$ cat src/rtl/color_mode_ctrl.sv
// rtl/color_mode_ctrl.sv - debounced front-panel colour mode select with start-of-frame commit
module color_mode_ctrl #(
    parameter int DEBOUNCE_CYCLES = 500000,
    parameter int CNT_W           = 20
) (
    input  logic       clk,
    input  logic       reset,
    input  logic       btn_next,
    input  logic       btn_prev,
    input  logic       sw_load,
    input  logic [2:0] sw_mode,
    input  logic       sof,
    output logic [2:0] color_s,
    output logic [2:0] pend_mode,
    output logic       pending,
    output logic       mode_changed
);

    localparam logic [CNT_W-1:0] LP_CNT_MAX = CNT_W'(DEBOUNCE_CYCLES - 1);

    // Bit 0 = next, bit 1 = prev, bit 2 = load.
    logic [2:0]       w_raw;
    logic [2:0]       r_btn_s1;
    logic [2:0]       r_btn_s2;
    logic [2:0]       r_db;
    logic [2:0]       r_db_q;
    logic [2:0]       r_evt;
    logic [CNT_W-1:0] r_cnt [3];
    logic [2:0]       r_mode_s1;
    logic [2:0]       r_mode_s2;
    logic [2:0]       r_pend;
    logic [2:0]       r_color;
    logic             r_mode_changed;
    logic             w_next_only;
    logic             w_prev_only;

    assign w_raw = {sw_load, btn_prev, btn_next};

    always_ff @(posedge clk or posedge reset) begin
        if (reset) begin
            r_btn_s1  <= '0;
            r_btn_s2  <= '0;
            r_mode_s1 <= '0;
            r_mode_s2 <= '0;
            r_db      <= '0;
            r_db_q    <= '0;
            r_evt     <= '0;
            for (int i = 0; i < 3; i++) begin
                r_cnt[i] <= '0;
            end
        end else begin
            r_btn_s1  <= w_raw;
            r_btn_s2  <= r_btn_s1;
            r_mode_s1 <= sw_mode;
            r_mode_s2 <= r_mode_s1;
            r_db_q    <= r_db;
            // Registered rising edge: pending update lands one edge after this.
            r_evt     <= r_db & ~r_db_q;
            for (int i = 0; i < 3; i++) begin
                if (r_btn_s2[i] == r_db[i]) begin
                    r_cnt[i] <= '0;
                end else if (r_cnt[i] == LP_CNT_MAX) begin
                    r_db[i]  <= r_btn_s2[i];
                    r_cnt[i] <= '0;
                end else begin
                    r_cnt[i] <= r_cnt[i] + 1'b1;
                end
            end
        end
    end

    assign w_next_only = r_evt[0] & ~r_evt[1];
    assign w_prev_only = r_evt[1] & ~r_evt[0];

    always_ff @(posedge clk or posedge reset) begin
        if (reset) begin
            r_pend         <= '0;
            r_color        <= '0;
            r_mode_changed <= 1'b0;
        end else begin
            if (r_evt[2]) begin
                r_pend <= r_mode_s2;
            end else if (w_next_only) begin
                r_pend <= r_pend + 3'd1;
            end else if (w_prev_only) begin
                r_pend <= r_pend - 3'd1;
            end

            // Commit takes the pre-update pending value so a frame never mixes modes.
            if (sof) begin
                r_color        <= r_pend;
                r_mode_changed <= (r_pend != r_color);
            end else begin
                r_mode_changed <= 1'b0;
            end
        end
    end

    assign color_s      = r_color;
    assign pend_mode    = r_pend;
    assign pending      = (r_pend != r_color);
    assign mode_changed = r_mode_changed;

endmodule

$ cat config.mk
export PLATFORM = sky130hd
export DESIGN_NAME = color_mode_ctrl
export DESIGN_NICKNAME = d
export VERILOG_FILES = /design/src/rtl/color_mode_ctrl.sv
export SDC_FILE = /design/constraint.sdc
export NUM_CORES = 1
export LEC_CHECK = 0
export CAP_MARGIN = 20
export CORE_ASPECT_RATIO = 0.7
export CORE_UTILIZATION = 40
export CTS_CLUSTER_DIAMETER = 200
export DETAILED_ROUTE_END_ITERATION = 6
export PLACE_DENSITY_LB_ADDON = 0.05
export SETUP_SLACK_MARGIN = 0.15
export SKIP_LAST_GASP = 1
export SYNTH_ARGS = -nofsm -noshare
export SYNTH_HDL_FRONTEND = slang
export SYNTH_SLANG_ARGS = --single-unit
$ cat constraint.sdc
create_clock -name clk -period 6.7 [get_ports clk]
set_input_delay 1.34 -clock clk [delete_from_list [all_inputs] [get_ports clk]]
set_output_delay 1.34 -clock clk [all_outputs]
set_load 0.01 [all_outputs]
# --- Yosys cells after proc, flatten, opt, wreduce, memory -nomap -nowiden ---
# Index checks and enable logic that the tools add are counted.
classes:
  addsub: 5
  mul: 0
  n_div: 0
  magnitude_cmp: 0
  n_eq_ne: 7
  shift: 0
  muxes: 10
  bitwise: 9
  n_reduce_logical: 4
ops:
  columns: ["operator", "count"]
  rows:
  - ["20-bit two-way mux", 6]
  - ["20-bit by 1-bit adder with 20-bit output (second input constant)", 3]
  - ["20-bit by 19-bit equality test with 1-bit output (second input constant)", 3]
  - ["3-bit two-way mux", 3]
  - ["2-bit AND reduction", 3]
  - ["1-bit NOT", 5]
  - ["3-bit by 1-bit adder with 3-bit output (second input constant)", 1]
  - ["3-bit bitwise AND", 1]
  - ["1-bit equality test", 3]
  - ["3-bit inequality test", 1]
  - ["3-bit NOT", 1]
  - ["3-bit nonzero test", 1]
  - ["3-bit by 1-bit subtractor with 3-bit output (second input constant)", 1]
  - ["1-bit bitwise AND", 2]
  - ["1-bit two-way mux", 1]
totals:
  regBits: 88
  latchBits: 0
  mem_bits_rw: 0
  rom_bits: 0
  input_bits: 9
  out_inout_bits: 8
  wordCells: 50
  memories: 0

# --- Longest topological paths before layout ---
logic_depth:
  depth_word: 5
  ltp_mapped: 6
  ltp_nobuf: 5

# --- Least setup slack after synthesis ---
# Ideal clock, no wire load.
synth_path:
  kind: "register to output"
  startpoint: "reg r_pend[0] (netlist: pend_mode[0])"
  endpoint: "out pending"
  arrival_ps: 759
  required_time_ps: 5360
  setup_slack_ps: 4601
  path_stages_with_launch: 3
  path_buffers: 0
  path_cell_list: "dfrtp_1 -> xnor2_1 -> nand3_1"
synth_between:
  elab_chain_len: 1
synth_rtl:
  columns: ["element", "line", "rtl"]
  rows:
  - ["start: declaration", "31", "logic [2:0] r_pend;"]
  - ["start signal: assignment", "82", "r_pend <= r_mode_s2;"]
  - ["start signal: assignment", "84", "r_pend <= r_pend + 3'd1;"]
  - ["start signal: assignment", "86", "r_pend <= r_pend - 3'd1;"]
  - ["3-bit inequality test", "101", "assign pending = (r_pend != r_color);"]
  - ["end: declaration", "15", "output logic pending,"]
# Every way passes these cells.

# --- Final worst setup path ---
layout_path:
  startpoint: "reg r_pend[1] (netlist: pend_mode[1])"
  endpoint: "out pending"
# The elaborated chain is that of the path after synthesis.

==> implementation parameters <==
Parameter                              Value

Power and ir drop
  Total power divided by cell area    243 mW/mm2
  Share of total power in sequential cells    48.5%
  Part of the power in the clock network    48.6%
  Switching Fraction    21.8%
  Final Power    1.13 mW
  Static power due to leakage    1.84 nW
  Maximum resistive drop on vdd    115 uV
  Internal power summed over all cells    0.881 mW
  Comb pwr share    2.8%
  Net switching power    0.246 mW

Timing
  Setup-failing EPs final    0
  Setup TNS    0 ps
  Timing-limited maximum frequency    343 MHz
  Final cycle utilization of the critical path    43.6%
  Max-slew violation count    0
  Slew at the pin closest to its max-slew limit    1010 ps
  Final hold violations    0
  Clock period minus final worst setup slack    2920 ps
  RSZ-0062 raised after global routing    no
  Worst slew slack as a fraction of its limit    32.5%
  Clock Skews    5.40 ps

Floorplan
  Width of the die    122 um
  Ports placed on the boundary    17
  Height of the die    85.9 um
  Core area    0.00972 mm2
  Die area    0.0105 mm2
  Starting density of the core    41.3%
  Number of placement rows    30

Drt
  Total via count in the routed design    2728
  Number of vias per cell after detailed routing    5.14
  Total length of routed wires    7.31 mm
  Drt first-iter violations    129
  Post-route DRC    0
  Routed length per instance    13.8 um
  First-pass detailed-route iteration total    4
  Post-route antenna net violation count    0

Critical path
  Startpoint type of the worst setup path    flip-flop
  Data required time at the worst endpoint    5360 ps
  Worst Setup End Kind    output pin
  End of the worst register-to-register path    r_cnt[32]
  Buffer and inverter count on the worst path    1
  Beginning of the worst register-to-register path    r_cnt[20]
  Highest-delay cell along the critical path    sky130_fd_sc_hd__clkdlybuf4s50_1
  Count of cells along the worst register-to-register path    4
  Worst Setup Path Type    flip-flop to output pin
  Largest delay share family, worst path    buffers and inverters
  Reg2Reg Setup Slack    4340 ps
  Critical-path maximum fanout    5
  Critical Path, Cell by Cell    xnor2_1, nand3_1, clkdlybuf4s50_1
  Highest cell delay on the worst timing path    540 ps
  Endpoint arrival time on the critical path    1580 ps
  WP depth    3

Finish
  Post-layout net count    411
  Fin cells    531
  Area growth from synthesis to layout    15.6%
  # diodes    0
  Area used by sequential logic in the layout    0.00220 mm2
  Fill cell instance count of the final layout    923
  Share of post-route cells with drive strength above 1    9.93%
  Final std cell area, no fill    0.00464 mm2
  Area occupied by multi-input gates    0.00174 mm2

CTS
  Root buffer cell    sky130_fd_sc_hd__clkbuf_16
  Cells resized by post-CTS repair    0
  Clock sink count    88
  Hold_buf cts    0
  TritonCTS Buffers    9
  TritonCTS clock tree    built
  Total number of H-tree levels    3
  Post-CTS repair timing setup buffer count    0
  CTS Buffer Depth    2
  Post-CTS clock slew at the launch and capture registers of the worst setup and hold paths    70 ps
  Clock latency on the worst-skew pair    340 ps

Synthesis
  Synthesized area per cell    10.7 um2
  Yosys top cell area share    54.8%
  Fraction of synthesis flops using an asynchronous set or reset pin    100%
  Top FF cell, synth    sky130_fd_sc_hd__dfrtp_1
  Largest cells by area after synthesis    sky130_fd_sc_hd__dfrtp_1 55%, sky130_fd_sc_hd__xnor2_1 7.8%, sky130_fd_sc_hd__nor2_1 5.1%, sky130_fd_sc_hd__nand4_1 2.8%, sky130_fd_sc_hd__xor2_1 2.6%
  Netlist area before placement    0.00402 mm2
  Number of distinct library cells after synthesis    41
  Part of the Yosys area used for sequential elements    54.8%
  Synth Net Count    389
  Cell count after synthesis    376
  Top cell type by total area after synthesis    sky130_fd_sc_hd__dfrtp_1
  Synth Warn #    0
  Number of storage elements in the synthesis netlist    88
  Number of enable flip-flop cells after synthesis    0

Global routing
  Number of antenna violations at the first check in global routing    0
  Sum of overflow across all layers after global routing    0
  Vias in the first global route    2649
  GRT Overall Usage    15.9%
  Largest net degree at the start of global routing    74
  Global-route wire length before repair    12.8 mm

Placement
  Placed Area    0.00432 mm2
  Cell Count Post-Placement    515
  Count of input and output buffers    16
  RePlAce Congestion    0.760
  Detailed placement HPWL    4.89 mm

Hold path
  Launch instance of the worst min-delay path    r_btn_s1[1]
  Worst hold path type    flip-flop to flip-flop
  Number of stages on the worst hold path    0
  Min-Delay Endpoint    r_btn_s2[1]

Job
  Number of maximum-capacitance violations    0

Run status
  Status    complete, no violations
[cell usage in the layout (no fill, tap or decap), drive strengths merged, types with 2 or more instances in the layout]
cell	count
o41ai	2
mux2	7
o31ai	2
o21ai	14
nor4	11
xor2	12
nor3	12
nor4b	4
clkbuf	9
xnor2	36
inv	13
dfrtp	88
clkinvlp	2
or3	9
or2	2
nand2b	2
nand2	24
and2	2
or4	7
a21oi	14
ha	3
buf	2
nor2b	3
nand3	19
and3	2
bufinv	2
nor2	55
nand4	21
clkdlybuf4s50	16
[power groups by stage]
stage,Sequential [mW],Clock [mW],Combinational (mW)
2_1_floorplan,0.555,0,0.0221
3_3_place_gp,0.556,0,0.0334
3_5_place_dp,0.557,0,0.0337
4_1_cts,0.546,0.567,0.0338
5_1_grt,0.547,0.591,0.0374
6_report,0.547,0.548,0.0321
[cells by family (layout without fill, tap and decap cells)]
kind of cell	after synthesis	after routing	share of synthesized area, %
and+or+nand+nor	177	177	23.8
DFF	88	88	54.8
xor gates and xnor gates	48	48	10.5
AOI/OAI and AO/OA	33	33	5.33
buffers and inverters	18	45	1.93
muxes	8	8	2.21
adders and majority gates	4	4	1.43
[layout make-up]
cell class                      instances  share of cell area, %
Sequential cell                        88                   47.4
Multi-Input combinational cell        270                   37.4
Clock buffer                            9                   4.85
Timing Repair Buffer                   18                   3.77
Tap cell                              128                   3.45
Clock inverter                          7                   2.18
Inverter                               11                  0.916
[per-layer routing]
| metal | part of all wire [%] | GRT usage [%] |
|---|---|---|
| met3 | 4.7 | 5.78 |
| met5 | 0 | 0 |
| met4 | 1.0 | 4.71 |
| met2 | 41 | 22.9 |
| met1 | 53 | 22.2 |
[through the flow]
stage | util, % | worst slack, ps | hold WS [ps]
2_1_floorplan | - | 3080 | 331
3_3_place_gp | 44.4 | 3810 | 338
3_5_place_dp | 44.4 | 3810 | 338
4_1_cts | 47.8 | 3760 | 355
5_1_grt | 47.8 | 3690 | 358
6_report | 47.8 | 3780 | 352
[cell usage after synthesis, types with 2 or more instances]
master and n:
sky130_fd_sc_hd__nand4_2 2, sky130_fd_sc_hd__and3_1 2, sky130_fd_sc_hd__nand3_1 18, sky130_fd_sc_hd__nor4_1 11, sky130_fd_sc_hd__inv_1 11, sky130_fd_sc_hd__xnor2_1 36, sky130_fd_sc_hd__or2_2 2, sky130_fd_sc_hd__ha_1 3
sky130_fd_sc_hd__o21ai_0 14, sky130_fd_sc_hd__or3_1 8, sky130_fd_sc_hd__mux2_2 7, sky130_fd_sc_hd__nand4_1 18, sky130_fd_sc_hd__nand2_1 24, sky130_fd_sc_hd__dfrtp_1 88, sky130_fd_sc_hd__nor2b_1 3, sky130_fd_sc_hd__a21oi_1 14
sky130_fd_sc_hd__and2_1 2, sky130_fd_sc_hd__nor4b_1 4, sky130_fd_sc_hd__nor2_1 55, sky130_fd_sc_hd__xor2_1 12, sky130_fd_sc_hd__buf_2 2, sky130_fd_sc_hd__or4_1 3, sky130_fd_sc_hd__nand2b_1 2, sky130_fd_sc_hd__clkbuf_1 4
sky130_fd_sc_hd__nor3_1 12, sky130_fd_sc_hd__or4_4 4
[flip-flops by register name, indices dropped and copies added (netlist names)]
register,count
r_db,3
r_mode_s1,3
r_mode_s2,3
r_btn_s2,3
r_btn_s1,3
r_db_q,3
color_s,3
pend_mode,3
r_evt,3
mode_changed,1
r_cnt,60
[worst max path at each step]
| stage | from | end | slack, ps |
|---|---|---|---|
| after floorplan | reset | color_s[0] | 3080 |
| after global placement | reset | r_cnt[51] | 3810 |
| after detailed placement | reset | r_cnt[51] | 3810 |
| after CTS | pend_mode[1] | pending | 3760 |
| after global routing | pend_mode[0] | pending | 3690 |
| final | pend_mode[1] | pending | 3780 |
Note: power is estimated with default switching activity, not from simulation.
